==> src/rtl/lsu_mem_ctrl.sv <==
// Load/store sequencer: one request at a time, alignment/type check, one word-aligned memory access, formatted response.
// Latency: accept -> mem_req next cycle; response the cycle after mem_ack (min 2 cycles); error responses 1 cycle after accept.
// Backpressure: req_ready only in IDLE; the response is held stable until rsp_ready; mem_req is held until mem_ack or TIMEOUT.
//
// Ports:
//   clk, rst                     single clock, synchronous active-high reset
//   req_valid/req_ready          request handshake; req_we, req_type, req_addr, req_wdata are request fields
//   mem_req/mem_we/mem_addr/...  registered memory transaction, held stable while in ACCESS
//   mem_ack/mem_rdata            memory completion; rdata is valid in the ack cycle
//   rsp_valid/rsp_ready          response handshake; rsp_data = formatted load data, rsp_err = status
module lsu_mem_ctrl #(
  parameter int TIMEOUT = 16
) (
  input  logic        clk,
  input  logic        rst,
  input  logic        req_valid,
  output logic        req_ready,
  input  logic        req_we,
  input  logic [2:0]  req_type,
  input  logic [31:0] req_addr,
  input  logic [31:0] req_wdata,
  output logic        mem_req,
  output logic        mem_we,
  output logic [31:0] mem_addr,
  output logic [3:0]  mem_be,
  output logic [31:0] mem_wdata,
  input  logic        mem_ack,
  input  logic [31:0] mem_rdata,
  output logic        rsp_valid,
  input  logic        rsp_ready,
  output logic [31:0] rsp_data,
  output logic [1:0]  rsp_err
);

  localparam logic [1:0] S_IDLE   = 2'd0;
  localparam logic [1:0] S_ACCESS = 2'd1;
  localparam logic [1:0] S_RESP   = 2'd2;

  localparam logic [7:0] TO_VAL = 8'(TIMEOUT);

  localparam logic [1:0] ERR_OK      = 2'b00;
  localparam logic [1:0] ERR_ALIGN   = 2'b01;
  localparam logic [1:0] ERR_TYPE    = 2'b10;
  localparam logic [1:0] ERR_TIMEOUT = 2'b11;

  logic [1:0]  state;
  logic [7:0]  cnt;
  logic        ld_we;
  logic [2:0]  ld_type;
  logic [1:0]  ld_off;

  // Request decode (combinational on the incoming request)
  logic        illegal;
  logic        is_half;
  logic        is_word;
  logic        misaligned;
  logic [3:0]  be_n;
  logic [31:0] wdata_n;

  always_comb begin
    illegal    = req_we ? (req_type > 3'd2) : (req_type > 3'd4);
    // LH/SH share encoding 001; LHU (100) only exists for loads.
    is_half    = (req_type == 3'd1) || (!req_we && req_type == 3'd4);
    is_word    = (req_type == 3'd2);
    misaligned = (is_half && req_addr[0]) || (is_word && (req_addr[1:0] != 2'b00));
    be_n       = 4'b1111;
    wdata_n    = req_wdata;
    if (req_we) begin
      if (is_word) begin
        be_n    = 4'b1111;
        wdata_n = req_wdata;
      end else if (is_half) begin
        be_n    = 4'b0011 << req_addr[1:0];
        wdata_n = {2{req_wdata[15:0]}};
      end else begin
        be_n    = 4'b0001 << req_addr[1:0];
        wdata_n = {4{req_wdata[7:0]}};
      end
    end
  end

  // Load formatting from the captured type and byte offset
  logic [7:0]  ld_byte;
  logic [15:0] ld_half;
  logic [31:0] ld_fmt;

  always_comb begin
    case (ld_off)
      2'd0:    ld_byte = mem_rdata[7:0];
      2'd1:    ld_byte = mem_rdata[15:8];
      2'd2:    ld_byte = mem_rdata[23:16];
      default: ld_byte = mem_rdata[31:24];
    endcase
    ld_half = ld_off[1] ? mem_rdata[31:16] : mem_rdata[15:0];
    case (ld_type)
      3'd0:    ld_fmt = {{24{ld_byte[7]}}, ld_byte};
      3'd1:    ld_fmt = {{16{ld_half[15]}}, ld_half};
      3'd2:    ld_fmt = mem_rdata;
      3'd3:    ld_fmt = {24'd0, ld_byte};
      3'd4:    ld_fmt = {16'd0, ld_half};
      default: ld_fmt = 32'd0;
    endcase
  end

  always_ff @(posedge clk) begin
    if (rst) begin
      state     <= S_IDLE;
      cnt       <= 8'd0;
      ld_we     <= 1'b0;
      ld_type   <= 3'd0;
      ld_off    <= 2'd0;
      mem_we    <= 1'b0;
      mem_addr  <= 32'd0;
      mem_be    <= 4'd0;
      mem_wdata <= 32'd0;
      rsp_data  <= 32'd0;
      rsp_err   <= ERR_OK;
    end else begin
      case (state)
        S_IDLE: begin
          if (req_valid) begin
            ld_we   <= req_we;
            ld_type <= req_type;
            ld_off  <= req_addr[1:0];
            if (illegal) begin
              rsp_err  <= ERR_TYPE;
              rsp_data <= 32'd0;
              state    <= S_RESP;
            end else if (misaligned) begin
              rsp_err  <= ERR_ALIGN;
              rsp_data <= 32'd0;
              state    <= S_RESP;
            end else begin
              cnt       <= 8'd0;
              mem_we    <= req_we;
              mem_addr  <= {req_addr[31:2], 2'b00};
              mem_be    <= be_n;
              mem_wdata <= wdata_n;
              state     <= S_ACCESS;
            end
          end
        end
        S_ACCESS: begin
          // Ack takes priority over a timeout expiring in the same cycle.
          if (mem_ack) begin
            rsp_err  <= ERR_OK;
            rsp_data <= ld_we ? 32'd0 : ld_fmt;
            state    <= S_RESP;
          end else if (cnt + 8'd1 == TO_VAL) begin
            rsp_err  <= ERR_TIMEOUT;
            rsp_data <= 32'd0;
            state    <= S_RESP;
          end else begin
            cnt <= cnt + 8'd1;
          end
        end
        S_RESP: begin
          if (rsp_ready) begin
            state <= S_IDLE;
          end
        end
        default: state <= S_IDLE;
      endcase
    end
  end

  assign req_ready = (state == S_IDLE);
  assign mem_req   = (state == S_ACCESS);
  assign rsp_valid = (state == S_RESP);

endmodule

==> config.mk <==
export PLATFORM = sky130hd
export DESIGN_NAME = lsu_mem_ctrl
export DESIGN_NICKNAME = d
export VERILOG_FILES = /design/src/rtl/lsu_mem_ctrl.sv
export SDC_FILE = /design/constraint.sdc
export NUM_CORES = 1
export LEC_CHECK = 0
export CORE_ASPECT_RATIO = 1.2
export CORE_MARGIN = 2
export CORE_UTILIZATION = 30
export DETAILED_ROUTE_END_ITERATION = 12
export HOLD_SLACK_MARGIN = 0.08
export PLACE_DENSITY = 0.66
export SLEW_MARGIN = 25
export SYNTH_ARGS = -nofsm -noshare
export SYNTH_HDL_FRONTEND = slang
export SYNTH_SLANG_ARGS = --single-unit
==> constraint.sdc <==
create_clock -name clk -period 2.7 [get_ports clk]
set_input_delay 0.54 -clock clk [delete_from_list [all_inputs] [get_ports clk]]
set_output_delay 0.54 -clock clk [all_outputs]
set_load 0.05 [all_outputs]
# After elaboration in Yosys (flattened, before gate mapping)
# Cells that the tools add are included.
classes:
  shift: 2
  muxes: 36
  n_eq_ne: 20
  magnitude_cmp: 2
  n_bitwise: 2
  div: 0
  multipliers: 0
  add_sub_neg: 1
  reduce_logical: 16
op_table:
  columns: ["op", "n"]
  rows:
  - ["two-way mux 32 bit", 9]
  - ["one-hot mux 32 bit (5 select lines)", 1]
  - ["one-hot mux 32 bit (2 select lines)", 1]
  - ["two-way mux 8 bit", 5]
  - ["one-hot mux 8 bit (3 select lines)", 1]
  - ["two-way mux 2 bit", 11]
  - ["two-way mux 16 bit", 1]
  - ["one-hot mux 8 bit (2 select lines)", 1]
  - ["two-way mux 4 bit", 3]
  - ["!= test 2 bit, second input constant", 5]
  - ["equality test 3 x 2 -> 1 bit, second input constant", 3]
  - ["adder 8 x 1 -> 8 bit, second input constant", 1]
  - ["equality test 8 x 5 -> 1 bit, second input constant", 1]
  - ["AND reduction 4 bit", 2]
  - ["equality test 3 x 1 -> 1 bit, second input constant", 2]
  - ["equality test 3 bit, second input constant", 2]
  - ["!= test 3 x 1 -> 1 bit, second input constant", 2]
  - ["one-hot mux 2 bit (3 select lines)", 1]
  - ["AND reduction 6 bit", 1]
  - ["equality test 2 x 1 -> 1 bit, second input constant", 2]
  - ["equality test 2 bit, second input constant", 2]
  - ["zero test 2 bit", 2]
  - ["one-hot mux 2 bit (2 select lines)", 1]
  - ["nonzero test 2 bit", 2]
  - ["13 further kinds", 17]
totals:
  n_memories: 0
  ff_bits: 117
  latch_bits: 0
  mem_bits_rw: 0
  out_inout_bits: 106
  romBits: 0
  inputBits: 105

# Depth between registers and ports, before layout
logic_depth:
  ltp_word: 9
  depth_mapped: 8
  depth_no_buf: 6

# Worst setup path before layout
# Ideal clock, no wire load.
synth_path:
  kind: "register to register"
  startpoint: "register state[1]"
  endpoint: "register mem_wdata[23]"
  synth_period_minus_slack_ps: 2317
  stages_incl_launch_ff: 7
  setup_time_ps: 142
  required_ps: 2558
  arrival_ps: 2175
  path_buffers: 2
  setup_slack_ps: 383
  cell_sequence: "dfxtp_1 nor2_1 nand2_1 a21oi_1 buf_2 buf_1 a311oi_1"
synth_between:
  elab_chain_len: 2
synth_rtl:
  columns: ["item", "line_no", "source"]
  rows:
  - ["from (decl)", "46", "logic [1:0] state;"]
  - ["from (signal assigned)", "107", "state <= S_IDLE;"]
  - ["from (signal assigned)", "128", "state <= S_RESP;"]
  - ["from (signal assigned)", "132", "state <= S_RESP;"]
  - ["zero test 2 bit", null, null]
  - ["net req_ready", "17", "output logic req_ready,"]
  - ["AND reduction 4 bit (no line)", null, null]
  - ["to (signal assigned)", "138", "mem_wdata <= wdata_n;"]
  - ["to (decl)", "26", "output logic [31:0] mem_wdata,"]
# The timed path passes the listed nets, and every way through them passes these cells.
# A chain may end at the register's enable or synchronous reset.

# Worst setup path in the final report
layout_path:
  startpoint: "register state[1]"
  endpoint: "output port mem_req"
layout_between:
  elab_chain_len: 1
layout_rtl:
  columns: ["item", "line_no", "source"]
  rows:
  - ["equality test 2 x 1 -> 1 bit", "168", "assign mem_req = (state == S_ACCESS);"]
  - ["to (decl)", "22", "output logic mem_req,"]
# No other way between the ends.

==> impl_metrics.env <==
export IMPL_outcome="finished clean"
export IMPL_area_growth_syn_to_layout_pct=56.3
export IMPL_start_util=0.304
export IMPL_post_cts_hold_buffer_count=0
export IMPL_syn_instance_count=670
export IMPL_numPlacedInstances=1088
export IMPL_antenna_left=0
export IMPL_htree_levels=4
export IMPL_post_drt_via_cell_ratio=5.15
export IMPL_worst_setup_path_end_kind="primary output"
export IMPL_fp_row_count=54
export IMPL_firstDrtPassIters=5
export IMPL_grt_first_pass_wirelength_mm=29.4
export IMPL_finalNonFillerCells=1120
export IMPL_rrSetupSlack_ns=0.54
export IMPL_detailed_place_hpwl_mm=13.6
export IMPL_cp_arrival_ns=1.97
export IMPL_slew_limit_headroom=0.430
export IMPL_sequential_cell_area_mm2=0.00234
export IMPL_synth_seq_area_share=0.427
export IMPL_setup_worst_path_class="reg -> out"
export IMPL_p_leak_uw=0.00306
export IMPL_grt_start_max_net_pins=77
export IMPL_worstRegToRegCells=6
export IMPL_design_core_area_mm2=0.0180
export IMPL_cts_inserted_buffers=17
export IMPL_cts_post_setup_buffers_inserted=0
export IMPL_globalRouteTotalUtil=0.190
export IMPL_power_share_switching=0.291
export IMPL_crit_path_max_incr_delay_ns=0.81
export IMPL_die_y_um=152
export IMPL_post_synth_top_area_share=0.427
export IMPL_critical_path_slowest_cell="clkdlybuf4s50_1"
export IMPL_path_class_of_the_lowest_slack_min_delay_path="in -> reg"
export IMPL_clk_pin_slew_worst_paths_ns=0.06
export IMPL_path_max_fanout=7
export IMPL_holdWs_ns=0.427
export IMPL_yosysTopAreaCell="dfxtp_1"
export IMPL_pin_count=211
export IMPL_final_period_utilization=0.931
export IMPL_synth_area_per_cell_um2=8.19
export IMPL_report_final_setup_viol=0
export IMPL_finish_net_count=989
export IMPL_max_slew_worst_pin_slew_ns=0.855
export IMPL_antennaDiodeCount=0
export IMPL_slew_viol_final=0
export IMPL_synth_most_common_cell="nand2_1"
export IMPL_total_power_divided_by_cell_area_mw_per_mm2=639
export IMPL_clkSinkCount=117
export IMPL_number_of_flops_mapped_to_enable_cells_by_yosys=0
export IMPL_synth_top_cells_by_count="131 x nand2_1, 117 x dfxtp_1, 95 x a21oi_1"
export IMPL_drv_max_cap_violation_count=0
export IMPL_synth_cell_area_mm2=0.00548
export IMPL_die_width_um=127
export IMPL_cp_start_kind="flip-flop"
export IMPL_ys_dominant_reg_cell="dfxtp_1"
export IMPL_clock_fmax_mhz=398
export IMPL_port_buffers=208
export IMPL_multi_input_comb_area_mm2=0.00289
export IMPL_unrepaired_setup_endpoints_after_global_routing="no"
export IMPL_netSwitchingPower_uw=1600
export IMPL_fillerInstances=1724
export IMPL_sequentialPowerShare=0.341
export IMPL_post_synth_num_cell_types=60
export IMPL_count_of_endpoints_failing_hold_in_the_final_timing_report=0
export IMPL_drive_above_1_share=0.0926
export IMPL_synth_warning_count=0
export IMPL_grt_ovfl_total=0
export IMPL_die_area_mm2=0.0194
export IMPL_detail_route_drc_violations=0
export IMPL_synthArstFlopShare=0
export IMPL_cts_tree="done"
export IMPL_synth_ff_latch_count=117
export IMPL_gp_congestion=0.837
export IMPL_synth_top_cells_by_area="dfxtp_1 43%, nand2_1 9.0%, a21oi_1 8.7%"
export IMPL_cts_resized=0
export IMPL_clockPowerShare=0.442
export IMPL_combinational_power_share=0.217
export IMPL_skew_ns=0.00637
export IMPL_cts_buffer_depth=2
export IMPL_clk_insertion_delay_late_ns=0.42
export IMPL_antenna_found_initial=0
export IMPL_final_period_minus_worst_setup_slack_ns=2.51
export IMPL_first_global_vias=5608
export IMPL_cts_root_buf="clkbuf_16"
export IMPL_first_iter_violations=409
export IMPL_wl_per_cell_um=16.6
export IMPL_via_count=5771
export IMPL_min_delay_path_depth=2
export IMPL_routed_wirelength_mm=18.6
export IMPL_irDropWorstVdd_mv=0.427
export IMPL_cp_required_ns=2.16
export IMPL_crit_chain="nand2b_1, inv_2, clkdlybuf4s50_1"
export IMPL_power_report_internal_total_uw=3880
-- worst paths after layout --
check / start / endpoint
setup / recovery: state[1] / mem_req
hold reg to reg: mem_addr[11] / mem_addr[11]
hold / removal: rst / ld_we
setup reg to reg: cnt[3] / rsp_data[27]
-- through the flow --
stage | cell area [µm²] | power [µW] | worst slack (ns) | utilization | TNS [ns]
floorplan | 5490 | 2600 | 0.383 | - | 0
global placement | 7940 | 3090 | -0.00740 | 0.440 | -0.0709
detailed placement | 7940 | 3090 | -0.000416 | 0.440 | -0.000416
CTS | 8570 | 5550 | 0.153 | 0.475 | 0
global route | 8570 | 5700 | 0.106 | 0.475 | 0
finish | 8570 | 5480 | 0.188 | 0.475 | 0
-- state kept, by name (all words and copies together), names as in the netlist --
signal     flops
cnt            8
ld_off         2
ld_type        3
ld_we          1
mem_addr      30
mem_be         4
mem_wdata     32
mem_we         1
rsp_data      32
rsp_err        2
state          2
-- routing by layer --
metal / global-route usage / share of wire
met4: 0.0722 / 0.023
met5: 0 / 0
met3: 0.0704 / 0.090
met2: 0.304 / 0.47
met1: 0.232 / 0.42
-- cell usage in the layout, fill, tap and decap left out, types with 4 or more instances in the layout --
cell	netlist	layout
clkdlybuf4s50_1	0	207
o21ai_0	11	11
buf_4	3	36
a211oi_1	20	20
nor2b_1	12	12
inv_1	7	7
nor3_1	18	18
mux2i_1	24	24
clkbuf_16	0	17
a211o_1	9	9
nand2_1	131	131
o22ai_1	16	16
a311oi_1	11	11
o2bb2ai_1	22	22
a221o_1	7	7
nand2b_1	4	4
dfxtp_1	117	117
nor2_1	35	35
bufinv_16	0	4
a21oi_1	95	94
o221ai_1	9	9
and2_1	8	8
nand3_1	8	8
-- worst max-delay path, delay by kind of cell (launching register included) --
kind | cells | cell delay [ns]
and+or+nand+nor | 1 | 0.23
buffers and inverters | 2 | 0.95
DFF | 1 | 0.37
-- power groups by stage --
stage          logic (µW)  clock network [µW]  registers (µW)
2_1_floorplan         468                   0            2130
3_3_place_gp         1190                   0            1900
3_5_place_dp         1190                   0            1900
4_1_cts              1190                2490            1870
5_1_grt              1270                2550            1880
6_report             1190                2420            1870
-- cell families (layout without fill, tap and decap cells) --
group / Yosys count / in the layout / synth area share
AO/OA/AOI/OAI: 224 / 224 / 0.273
XOR/XNOR: 2 / 2 / 0.00319
adder cells (fa/ha/maj): 1 / 1 / 0.00228
buffers and inverters: 63 / 288 / 0.0495
flip-flops: 117 / 117 / 0.427
multiplexers: 28 / 28 / 0.0548
other: 1 / 2 / 0.000684
AND/OR/NAND/NOR: 234 / 234 / 0.190
-- area by class of cell --
cell class / count / share of cell area
Timing Repair Buffer: 246 / 0.278
Sequential cell: 117 / 0.273
Clock buffer: 21 / 0.0537
Inverter: 10 / 0.00438
Tap cell: 224 / 0.0327
Clock inverter: 11 / 0.0203
Multi-Input combinational cell: 491 / 0.337
Note: power is estimated with default switching activity, not from simulation.
